## src/rtl/load_unit.sv

```systemverilog
// load_unit: sequential load unit between the core and the data-memory bus.
// Takes one load request at a time, issues one or two aligned bus reads,
// extracts the addressed bytes and returns a sign- or zero-extended result
// on a valid/ready response port.
module load_unit #(
    parameter int XLEN       = 32,
    parameter bit MISALIGNED = 1'b1
) (
    input  logic            clk,
    input  logic            rst_n,
    input  logic            req_valid,
    output logic            req_ready,
    input  logic [31:0]     req_addr,
    input  logic [2:0]      req_funct3,
    input  logic [4:0]      req_rd,
    output logic            mem_valid,
    input  logic            mem_ready,
    output logic [31:0]     mem_addr,
    input  logic            mem_rvalid,
    input  logic [XLEN-1:0] mem_rdata,
    output logic            rsp_valid,
    input  logic            rsp_ready,
    output logic [XLEN-1:0] rsp_data,
    output logic [4:0]      rsp_rd,
    output logic            rsp_fault
);

    localparam int NB = XLEN / 8;
    localparam int OB = $clog2(NB);

    typedef enum logic [2:0] {IDLE, REQ0, WAIT0, REQ1, WAIT1, RESP} state_t;

    state_t state, state_next;

    logic [31:0]     addr_reg;
    logic [2:0]      funct3_reg;
    logic [4:0]      rd_reg;
    logic            cross_reg;
    logic [XLEN-1:0] beat0_reg;
    logic [XLEN-1:0] data_reg;
    logic            fault_reg;

    // ---------------------------------------------------------------
    // Request decode (only meaningful while IDLE, used at accept)
    // ---------------------------------------------------------------
    logic [3:0]    req_size;
    logic [3:0]    req_mask;
    logic [OB-1:0] req_off;
    logic          req_illegal;
    logic          req_misaligned;
    logic          req_cross;
    logic          req_fault;
    logic          accept;

    assign req_size       = 4'd1 << req_funct3[1:0];
    assign req_mask       = req_size - 4'd1;
    assign req_off        = req_addr[OB-1:0];
    assign req_illegal    = (req_funct3 == 3'b111) ||
                            ((XLEN == 32) && ((req_funct3 == 3'b011) || (req_funct3 == 3'b110)));
    assign req_misaligned = (req_addr[3:0] & req_mask) != 4'd0;
    assign req_cross      = (5'(req_off) + 5'(req_size)) > 5'(NB);
    assign req_fault      = req_illegal || (req_misaligned && !MISALIGNED);
    assign accept         = req_valid && (state == IDLE);

    // ---------------------------------------------------------------
    // Extraction: merge beats, shift down by the byte offset, extend.
    // In WAIT0 the live bus data is the only beat; in WAIT1 it is the
    // upper beat and beat0 supplies the lower bytes.
    // ---------------------------------------------------------------
    logic [2*XLEN-1:0] merged;
    logic [XLEN-1:0]   shifted;
    logic [XLEN-1:0]   ext_data;
    logic [6:0]        ext_bits;
    logic              sign_ext;
    logic              top_bit;
    logic [31:0]       word_addr;

    assign merged    = (state == WAIT1) ? {mem_rdata, beat0_reg} : {{XLEN{1'b0}}, mem_rdata};
    assign shifted   = XLEN'(merged >> {addr_reg[OB-1:0], 3'b000});
    assign ext_bits  = 7'd8 << funct3_reg[1:0];
    assign sign_ext  = !funct3_reg[2] && (funct3_reg[1:0] != 2'b11);
    assign word_addr = {addr_reg[31:OB], {OB{1'b0}}};

    // Pick the top extracted bit for the current access size
    always_comb begin
        top_bit = 1'b0;
        case (funct3_reg[1:0])
            2'b00:   top_bit = shifted[7];
            2'b01:   top_bit = shifted[15];
            2'b10:   top_bit = shifted[31];
            default: top_bit = shifted[XLEN-1];
        endcase
    end

    genvar gi;
    generate
        for (gi = 0; gi < XLEN; gi++) begin : g_ext
            assign ext_data[gi] = (ext_bits > 7'(gi)) ? shifted[gi] : (sign_ext & top_bit);
        end
    endgenerate

    // State register
    always_ff @(posedge clk or negedge rst_n) begin
        if (!rst_n) begin
            state <= IDLE;
        end else begin
            state <= state_next;
        end
    end

    // Next-state logic and handshake outputs
    always_comb begin
        state_next = state;
        req_ready  = 1'b0;
        mem_valid  = 1'b0;
        mem_addr   = 32'd0;
        rsp_valid  = 1'b0;
        case (state)
            IDLE: begin
                req_ready = 1'b1;
                if (req_valid) begin
                    state_next = req_fault ? RESP : REQ0;
                end
            end
            REQ0: begin
                mem_valid = 1'b1;
                mem_addr  = word_addr;
                if (mem_ready) begin
                    state_next = WAIT0;
                end
            end
            WAIT0: begin
                if (mem_rvalid) begin
                    state_next = cross_reg ? REQ1 : RESP;
                end
            end
            REQ1: begin
                mem_valid = 1'b1;
                mem_addr  = word_addr + 32'(NB);
                if (mem_ready) begin
                    state_next = WAIT1;
                end
            end
            WAIT1: begin
                if (mem_rvalid) begin
                    state_next = RESP;
                end
            end
            RESP: begin
                rsp_valid = 1'b1;
                if (rsp_ready) begin
                    state_next = IDLE;
                end
            end
            default: state_next = IDLE;
        endcase
    end

    // Request latch, beat capture and registered response
    always_ff @(posedge clk or negedge rst_n) begin
        if (!rst_n) begin
            addr_reg   <= '0;
            funct3_reg <= '0;
            rd_reg     <= '0;
            cross_reg  <= 1'b0;
            beat0_reg  <= '0;
            data_reg   <= '0;
            fault_reg  <= 1'b0;
        end else begin
            if (accept) begin
                addr_reg   <= req_addr;
                funct3_reg <= req_funct3;
                rd_reg     <= req_rd;
                cross_reg  <= req_cross;
                beat0_reg  <= '0;
                data_reg   <= '0;
                fault_reg  <= req_fault;
            end
            if ((state == WAIT0) && mem_rvalid) begin
                beat0_reg <= mem_rdata;
                if (!cross_reg) begin
                    data_reg  <= ext_data;
                    fault_reg <= 1'b0;
                end
            end
            if ((state == WAIT1) && mem_rvalid) begin
                data_reg  <= ext_data;
                fault_reg <= 1'b0;
            end
        end
    end

    assign rsp_data  = data_reg;
    assign rsp_rd    = rd_reg;
    assign rsp_fault = fault_reg;

endmodule
```

## config.mk

```make
export PLATFORM = sky130hd
export DESIGN_NAME = load_unit
export DESIGN_NICKNAME = d
export VERILOG_FILES = /design/src/rtl/load_unit.sv
export SDC_FILE = /design/constraint.sdc
export NUM_CORES = 1
export LEC_CHECK = 0
export BUFFER_PORTS_ARGS = -buffer_cell sky130_fd_sc_hd__buf_2
export CORE_MARGIN = 2
export CORE_UTILIZATION = 30
export CTS_BUF_LIST = sky130_fd_sc_hd__clkbuf_4 sky130_fd_sc_hd__clkbuf_8
export CTS_CLUSTER_DIAMETER = 150
export CTS_CLUSTER_SIZE = 40
export DETAILED_ROUTE_END_ITERATION = 8
export GPL_ROUTABILITY_DRIVEN = 0
export PLACE_DENSITY = 0.48
export SKIP_CTS_REPAIR_TIMING = 1
export SYNTH_ARGS = -nofsm -noshare
export SYNTH_HDL_FRONTEND = slang
export SYNTH_SLANG_ARGS = --single-unit
```

## constraint.sdc

```tcl
create_clock -name clk -period 2.01 [get_ports clk]
set_input_delay 0.201 -clock clk [delete_from_list [all_inputs] [get_ports clk]]
set_output_delay 0.201 -clock clk [all_outputs]
set_load 0.02 [all_outputs]
```

==> flow_summary.toml, run 1 <==
[sta]
max_freq_mhz = 456
setup_viol = 47
slew_headroom_pct = 55.0
slew_viol_final = 0
worst_pin_slew_ns = 0.668
fin_ws_ns = -0.183
rsz0062_at_grt = "yes"
hold_ws_ns = -0.00785
fin_crit_sh_pct = 109
hold_violations = 3
fin_skew_ns = 0.0125
post-route-min-period_ns = 2.19

[layout]
n_antenna_cell = 0
drive_gt1_share_pct = 43.0
fin_util_pct = 43.4
synthToLayoutAreaGrowth_pct = 41.2
final_area_um2 = 8850
nNetsFinal = 942
fin_cells = 1136

[routing]
viasPerCell = 5.07
postRouteAntennaNets = 0
drc = 0
drt-initial-drc-count = 285
drt_wl_total_mm = 21.0
wl_per_cell_um = 18.5
vias = 5757
drt-pass1-iter-count = 6

[setup_path]
start_kind = "register"
cp_max_fo = 7
worstSetupPathType = "register to output port"
arrival_ns = 1.99
critPathCaptureType = "output port"
cp.required_ns = 1.81

[power]
vdd_drop_max_mv = 0.530
powerDensity_nw_per_um2 = 1430
finalPower_mw = 12.7
leakagePower_nw = 4.21

[clock_network]
cts_buffers = 9
ctsHtreeMaxLevel = 3
clk_latency_ns = 0.39
clkSinkCount = 109
clockBufferDepth = 2
cts.clk_slew.worst_paths_ns = 0.11
cts_tree = "built"
clockRootBuffer = "clkbuf_8"

[die]
die_y_um = 149
rows = 52
initial_core_util_pct = 30.8
core_um2 = 20400
dieArea_um2 = 22100
num_io_pins = 151
die_w_um = 149

[grt]
grt_max_degree = 49
grt_pass1_vias = 5679
grt_pass1_wl_mm = 31.3
grt_util_all_layers_pct = 18.1
antenna_found_initial = 1
gr-total-overflow = 0

[yosys]
yosysSeqAreaShare_pct = 43.5
synth-main-ff-cell = "dfrtp_1"
synth_edf_count = 0
async_flop_share_pct = 100
yosys.cell_types.count = 48
yosysWarnings = 0
postSynthCellCount = 662
syn_area_um2 = 6270
ys_seq_elements = 109
avgSynthCellArea_um2 = 9.47

[hold_path]
hp-class = "primary input to register"

[placement]
dpl_worst_slack_ns = -0.0714
dpl_cell_area_um2 = 7680
io_buffers = 148
dp.cells = 1089
hpwlAfterDp_mm = 14.6

[run_status]
status = "finished, violations left"
violations = "hold timing, setup timing"

[run]
maxCapViolCount = 0
metrics by stage:
| stage | setup TNS [ns] | hold slack [ns] |
|---|---|---|
| 6_report | -5.06 | -0.00785 |
| 5_1_grt | -10.06 | 0.000807 |
| 3_5_place_dp | -0.167 | 0.210 |
| 2_1_floorplan | 0 | -0.0946 |
| 4_1_cts | -6.58 | -0.221 |
| 3_3_place_gp | -0.0890 | 0.206 |
power by group:
group	switching, mW	leakage, nW	internal, mW	total, mW
sequential	0.764	1.42	3.03	3.79
combinational	3.73	2.65	3.22	6.95
clock	0.828	0.146	1.09	1.92
critical path, stage by stage (launching register included):
cell	delay, ns
dfrtp_1	0.40
and4_1	0.27
nand2_2	0.19
nor4_2	0.33
mux2i_1	0.22
buf_2	0.18
path summary, 6_finish.rpt:
| check | start | end | slack [ns] | cells after the start |
|---|---|---|---|---|
| min in group asynchronous | rst_n | addr_reg[11]$_DFFE_PN0P_ | 0.31 | 2 |
| setup / recovery | addr_reg[16]$_DFFE_PN0P_ | mem_addr[30] | -0.18 | 5 |
| max in group asynchronous | rst_n | beat0_reg[19]$_DFFE_PN0P_ | 1.03 | 3 |
| hold / removal | req_addr[11] | addr_reg[11]$_DFFE_PN0P_ | -0.008 | 3 |
| hold reg to reg | rsp_rd[3]$_DFFE_PN0P_ | rsp_rd[3]$_DFFE_PN0P_ | 0.48 | 2 |
| setup reg to reg | state[1]$_DFFE_PN0P_ | rsp_data[20]$_DFF_PN0_ | -0.16 | 8 |
cells by family (layout without fill, tap and decap cells):
kind of cell | count (synthesis) | count (layout) | synth area share (%)
AO/OA/AOI/OAI | 98 | 98 | 11.6
XOR/XNOR | 29 | 29 | 4.05
adder cells (fa/ha/maj) | 3 | 3 | 0.719
buffers and inverters | 55 | 258 | 4.15
flip-flops | 109 | 109 | 43.5
multiplexers | 76 | 76 | 14.7
other | 1 | 2 | 0.0598
AND/OR/NAND/NOR | 291 | 291 | 21.3
cell usage in the layout (no fill, tap or decap), drive strengths merged, types with 14 or more instances in the layout:
cell type and instances:
dfrtp 109, mux2 16, xor2 19, a222oi 14, nor2 42, mux2i 49
buf 230, nand3 32, o21ai 24, nand2 155, a22o 32
layer usage:
layer / GRT usage, % / wire, um
met2: 30.2 / 10100
met1: 24.2 / 9170
met3: 3.44 / 1360
met4: 5.14 / 289
met5: 0 / 11
final cells by class:
| type | instances | area (um2) |
|---|---|---|
| flip-flops and latches | 109 | 2730 |
| well taps | 270 | 338 |
| clock buffers | 9 | 124 |
| inverters | 4 | 15.0 |
| fillers | 2002 | 11500 |
| multi-input cells | 499 | 3720 |
| clock inverters | 7 | 170 |
| repair buffers | 238 | 1740 |
synthesized netlist by cell type (all sizes together) (6+ instances only):
cell	instances	area share, %
xor2	19	2.7
nand3	32	2.6
nand2b	6	0.60
buf	25	2.4
and3	6	0.60
dfrtp	109	44
a22o	32	4.5
nand4	9	0.90
clkbuf	26	1.6
a21oi	10	0.80
nand2	155	9.3
a222oi	14	2.2
o21ai	24	1.9
xnor2	10	1.4
nor2	42	2.5
nor3	12	1.0
nor4	7	0.94
mux2	16	2.9
mux4	11	4.0
and4	6	0.84
mux2i	49	7.8
(Power assumes the default switching activity.)
==> run 2: changes to the inputs <==
--- a/config.mk
+++ b/config.mk
@@ -5,15 +5,16 @@
 export SDC_FILE = /design/constraint.sdc
 export NUM_CORES = 1
 export LEC_CHECK = 0
+export ABC_CLOCK_PERIOD_IN_PS = 2009
 export BUFFER_PORTS_ARGS = -buffer_cell sky130_fd_sc_hd__buf_2
 export CORE_MARGIN = 2
-export CORE_UTILIZATION = 30
+export CORE_UTILIZATION = 50
 export CTS_BUF_LIST = sky130_fd_sc_hd__clkbuf_4 sky130_fd_sc_hd__clkbuf_8
 export CTS_CLUSTER_DIAMETER = 150
 export CTS_CLUSTER_SIZE = 40
 export DETAILED_ROUTE_END_ITERATION = 8
 export GPL_ROUTABILITY_DRIVEN = 0
-export PLACE_DENSITY = 0.48
+export PLACE_DENSITY = 0.74
 export SKIP_CTS_REPAIR_TIMING = 1
 export SYNTH_ARGS = -nofsm -noshare
 export SYNTH_HDL_FRONTEND = slang
==> run 2 against run 1 <==
  * The run still ends with hold timing, setup timing left
  * Clock power decreased by 14%
  * Final cell count decreased by 9.2%
  * Clock-buffer cell count unchanged
  * Routed wire length down 8.0%
  * Worst hold slack better by 0.0016 ns
  * Largest cell class unchanged
==> flow_summary.toml, run 2 (synthesis gave the netlist of run 1 again) <==
[hold_path]
hp-start = "req_addr[8]"
hp-class = "primary input to register"

[sta]
fin_skew_ns = 0.0206
hold_ws_ns = -0.00626
slew_headroom_pct = 54.3
setup-tns-final_ns = -5.82
slew_viol_final = 0
setup_viol = 46
max_freq_mhz = 440
fin_crit_sh_pct = 113
hold_violations = 5
post-route-min-period_ns = 2.27
worst_pin_slew_ns = 0.681
fin_ws_ns = -0.262
rsz0062_at_grt = "yes"

[setup_path]
critPathBufInv = 1
slowest_stage = "dfrtp_1"
critPathMaxStageDelay_ns = 0.43
critPathCaptureType = "output port"
path_cells = "ha_2 > and2_4 > nand4_1 > nor4_4 > mux2i_1 > buf_4"
crit_start = "addr_reg[3]$_DFFE_PN0P_"
cp.required_ns = 1.81
start_kind = "register"
arrival_ns = 2.07
worstSetupPathType = "register to output port"
crit_family = "simple AND/OR/NAND/NOR gates"
r2r-start = "state[1]$_DFFE_PN0P_"
cp_max_fo = 5

[run_status]
violations = "hold timing, setup timing"
status = "finished, violations left"

[routing]
drc = 0
drt-initial-drc-count = 560
drt-pass1-iter-count = 8
postRouteAntennaNets = 0
wl_per_cell_um = 18.7
vias = 6061
drt_wl_total_mm = 19.3
viasPerCell = 5.87

[die]
initial_core_util_pct = 51.7
dieArea_um2 = 13400
die_y_um = 116
rows = 40
core_um2 = 12100
num_io_pins = 151
die_w_um = 116

[grt]
antenna_found_initial = 0
grt_pass1_vias = 5413
grt_pass1_wl_mm = 27.0
grt_max_degree = 42
gr-total-overflow = 0
grt_util_all_layers_pct = 26.0

[clock_network]
cts_buffers = 9
cts_tree = "built"
ctsHtreeMaxLevel = 3
clockRootBuffer = "clkbuf_8"
clockBufferDepth = 2
clk_latency_ns = 0.40
clkSinkCount = 109
cts.clk_slew.worst_paths_ns = 0.11

[layout]
drive_gt1_share_pct = 41.3
layout_common_cells = "nand2_1 (138), buf_2 (136), dfrtp_1 (103)"
final_common_cell = "nand2_1"
n_antenna_cell = 0
nNetsFinal = 940
synthToLayoutAreaGrowth_pct = 36.4

[placement]
io_buffers = 148
dpl_worst_slack_ns = -0.0354
hpwlAfterDp_mm = 12.7

[power]
seqPwrFrac_pct = 31.8
finalPower_mw = 12.3
switchingPower_mw = 5.34
combPwrFrac_pct = 54.7
power_frac_clock_pct = 13.6
leakagePower_nw = 4.15
vdd_drop_max_mv = 0.679
powerDensity_nw_per_um2 = 1430
switching_share_pct = 43.5
power.internal_mw = 6.92

[run]
maxCapViolCount = 0
[run 2: cell types whose count changed in the layout (fill, tap and decap cells not counted), sizes merged]
cell | before | now
bufinv | 5 | 3
clkbuf | 12 | 11
clkinv | 1 | 0
nand2 | 155 | 156
inv | 5 | 8
dlygate4sd3 | 5 | 13
buf | 230 | 220
[run 2: area by class of cell]
type | count | area (um2)
repair buffers | 235 | 1630
clock inverters | 7 | 125
well taps | 168 | 210
inverters | 4 | 15.0
fillers | 882 | 3560
multi-input cells | 500 | 3710
clock buffers | 9 | 124
flip-flops and latches | 109 | 2740
[run 2: path summary, 6_finish.rpt]
check | depth (start not counted) | slack [ns] | to
max | 6 | -0.26 | mem_addr[30]
min | 3 | -0.006 | addr_reg[8]$_DFFE_PN0P_
max reg2reg | 8 | -0.15 | rsp_data[18]$_DFF_PN0_
min reg2reg | 2 | 0.49 | rsp_rd[2]$_DFFE_PN0P_
max in group asynchronous | 3 | 0.87 | beat0_reg[2]$_DFFE_PN0P_
min in group asynchronous | 2 | 0.32 | addr_reg[19]$_DFFE_PN0P_
[run 2: power groups by stage]
stage / logic, mW / clock network (mW) / registers (mW)
after global placement: 5.38 / 0 / 3.78
after detailed placement: 5.51 / 0 / 3.85
final: 6.70 / 1.66 / 3.89
after floorplan: 3.48 / 0 / 3.96
after CTS: 5.53 / 1.68 / 3.81
after global routing: 7.16 / 1.78 / 3.99
[run 2: worst min-delay path, delay by kind of cell]
kind | cells | cell delay, ns
simple gates | 2 | 0.09
buf+inv | 1 | 0.07
[run 2: metal layers]
metal | global-route usage (%) | vias to the layer above | part of all wire [%]
li1 | - | 2743 | -
met1 | 36.2 | 2975 | 42
met2 | 40.9 | 308 | 48
met5 | 0 | - | 0
met4 | 6.51 | 0 | 1.6
met3 | 6.69 | 35 | 8.6
[run 2: stage by stage]
step                hold slack [ns]  std cells  util (%)  instance area [um2]
detailed placement            0.209        973      61.0                 7390
global route               -0.00171       1032      70.6                 8550
floorplan                   -0.0946        663         -                 6270
global placement              0.203        973      61.0                 7390
CTS                          -0.220        989      63.1                 7640
finish                     -0.00626       1032      70.6                 8550
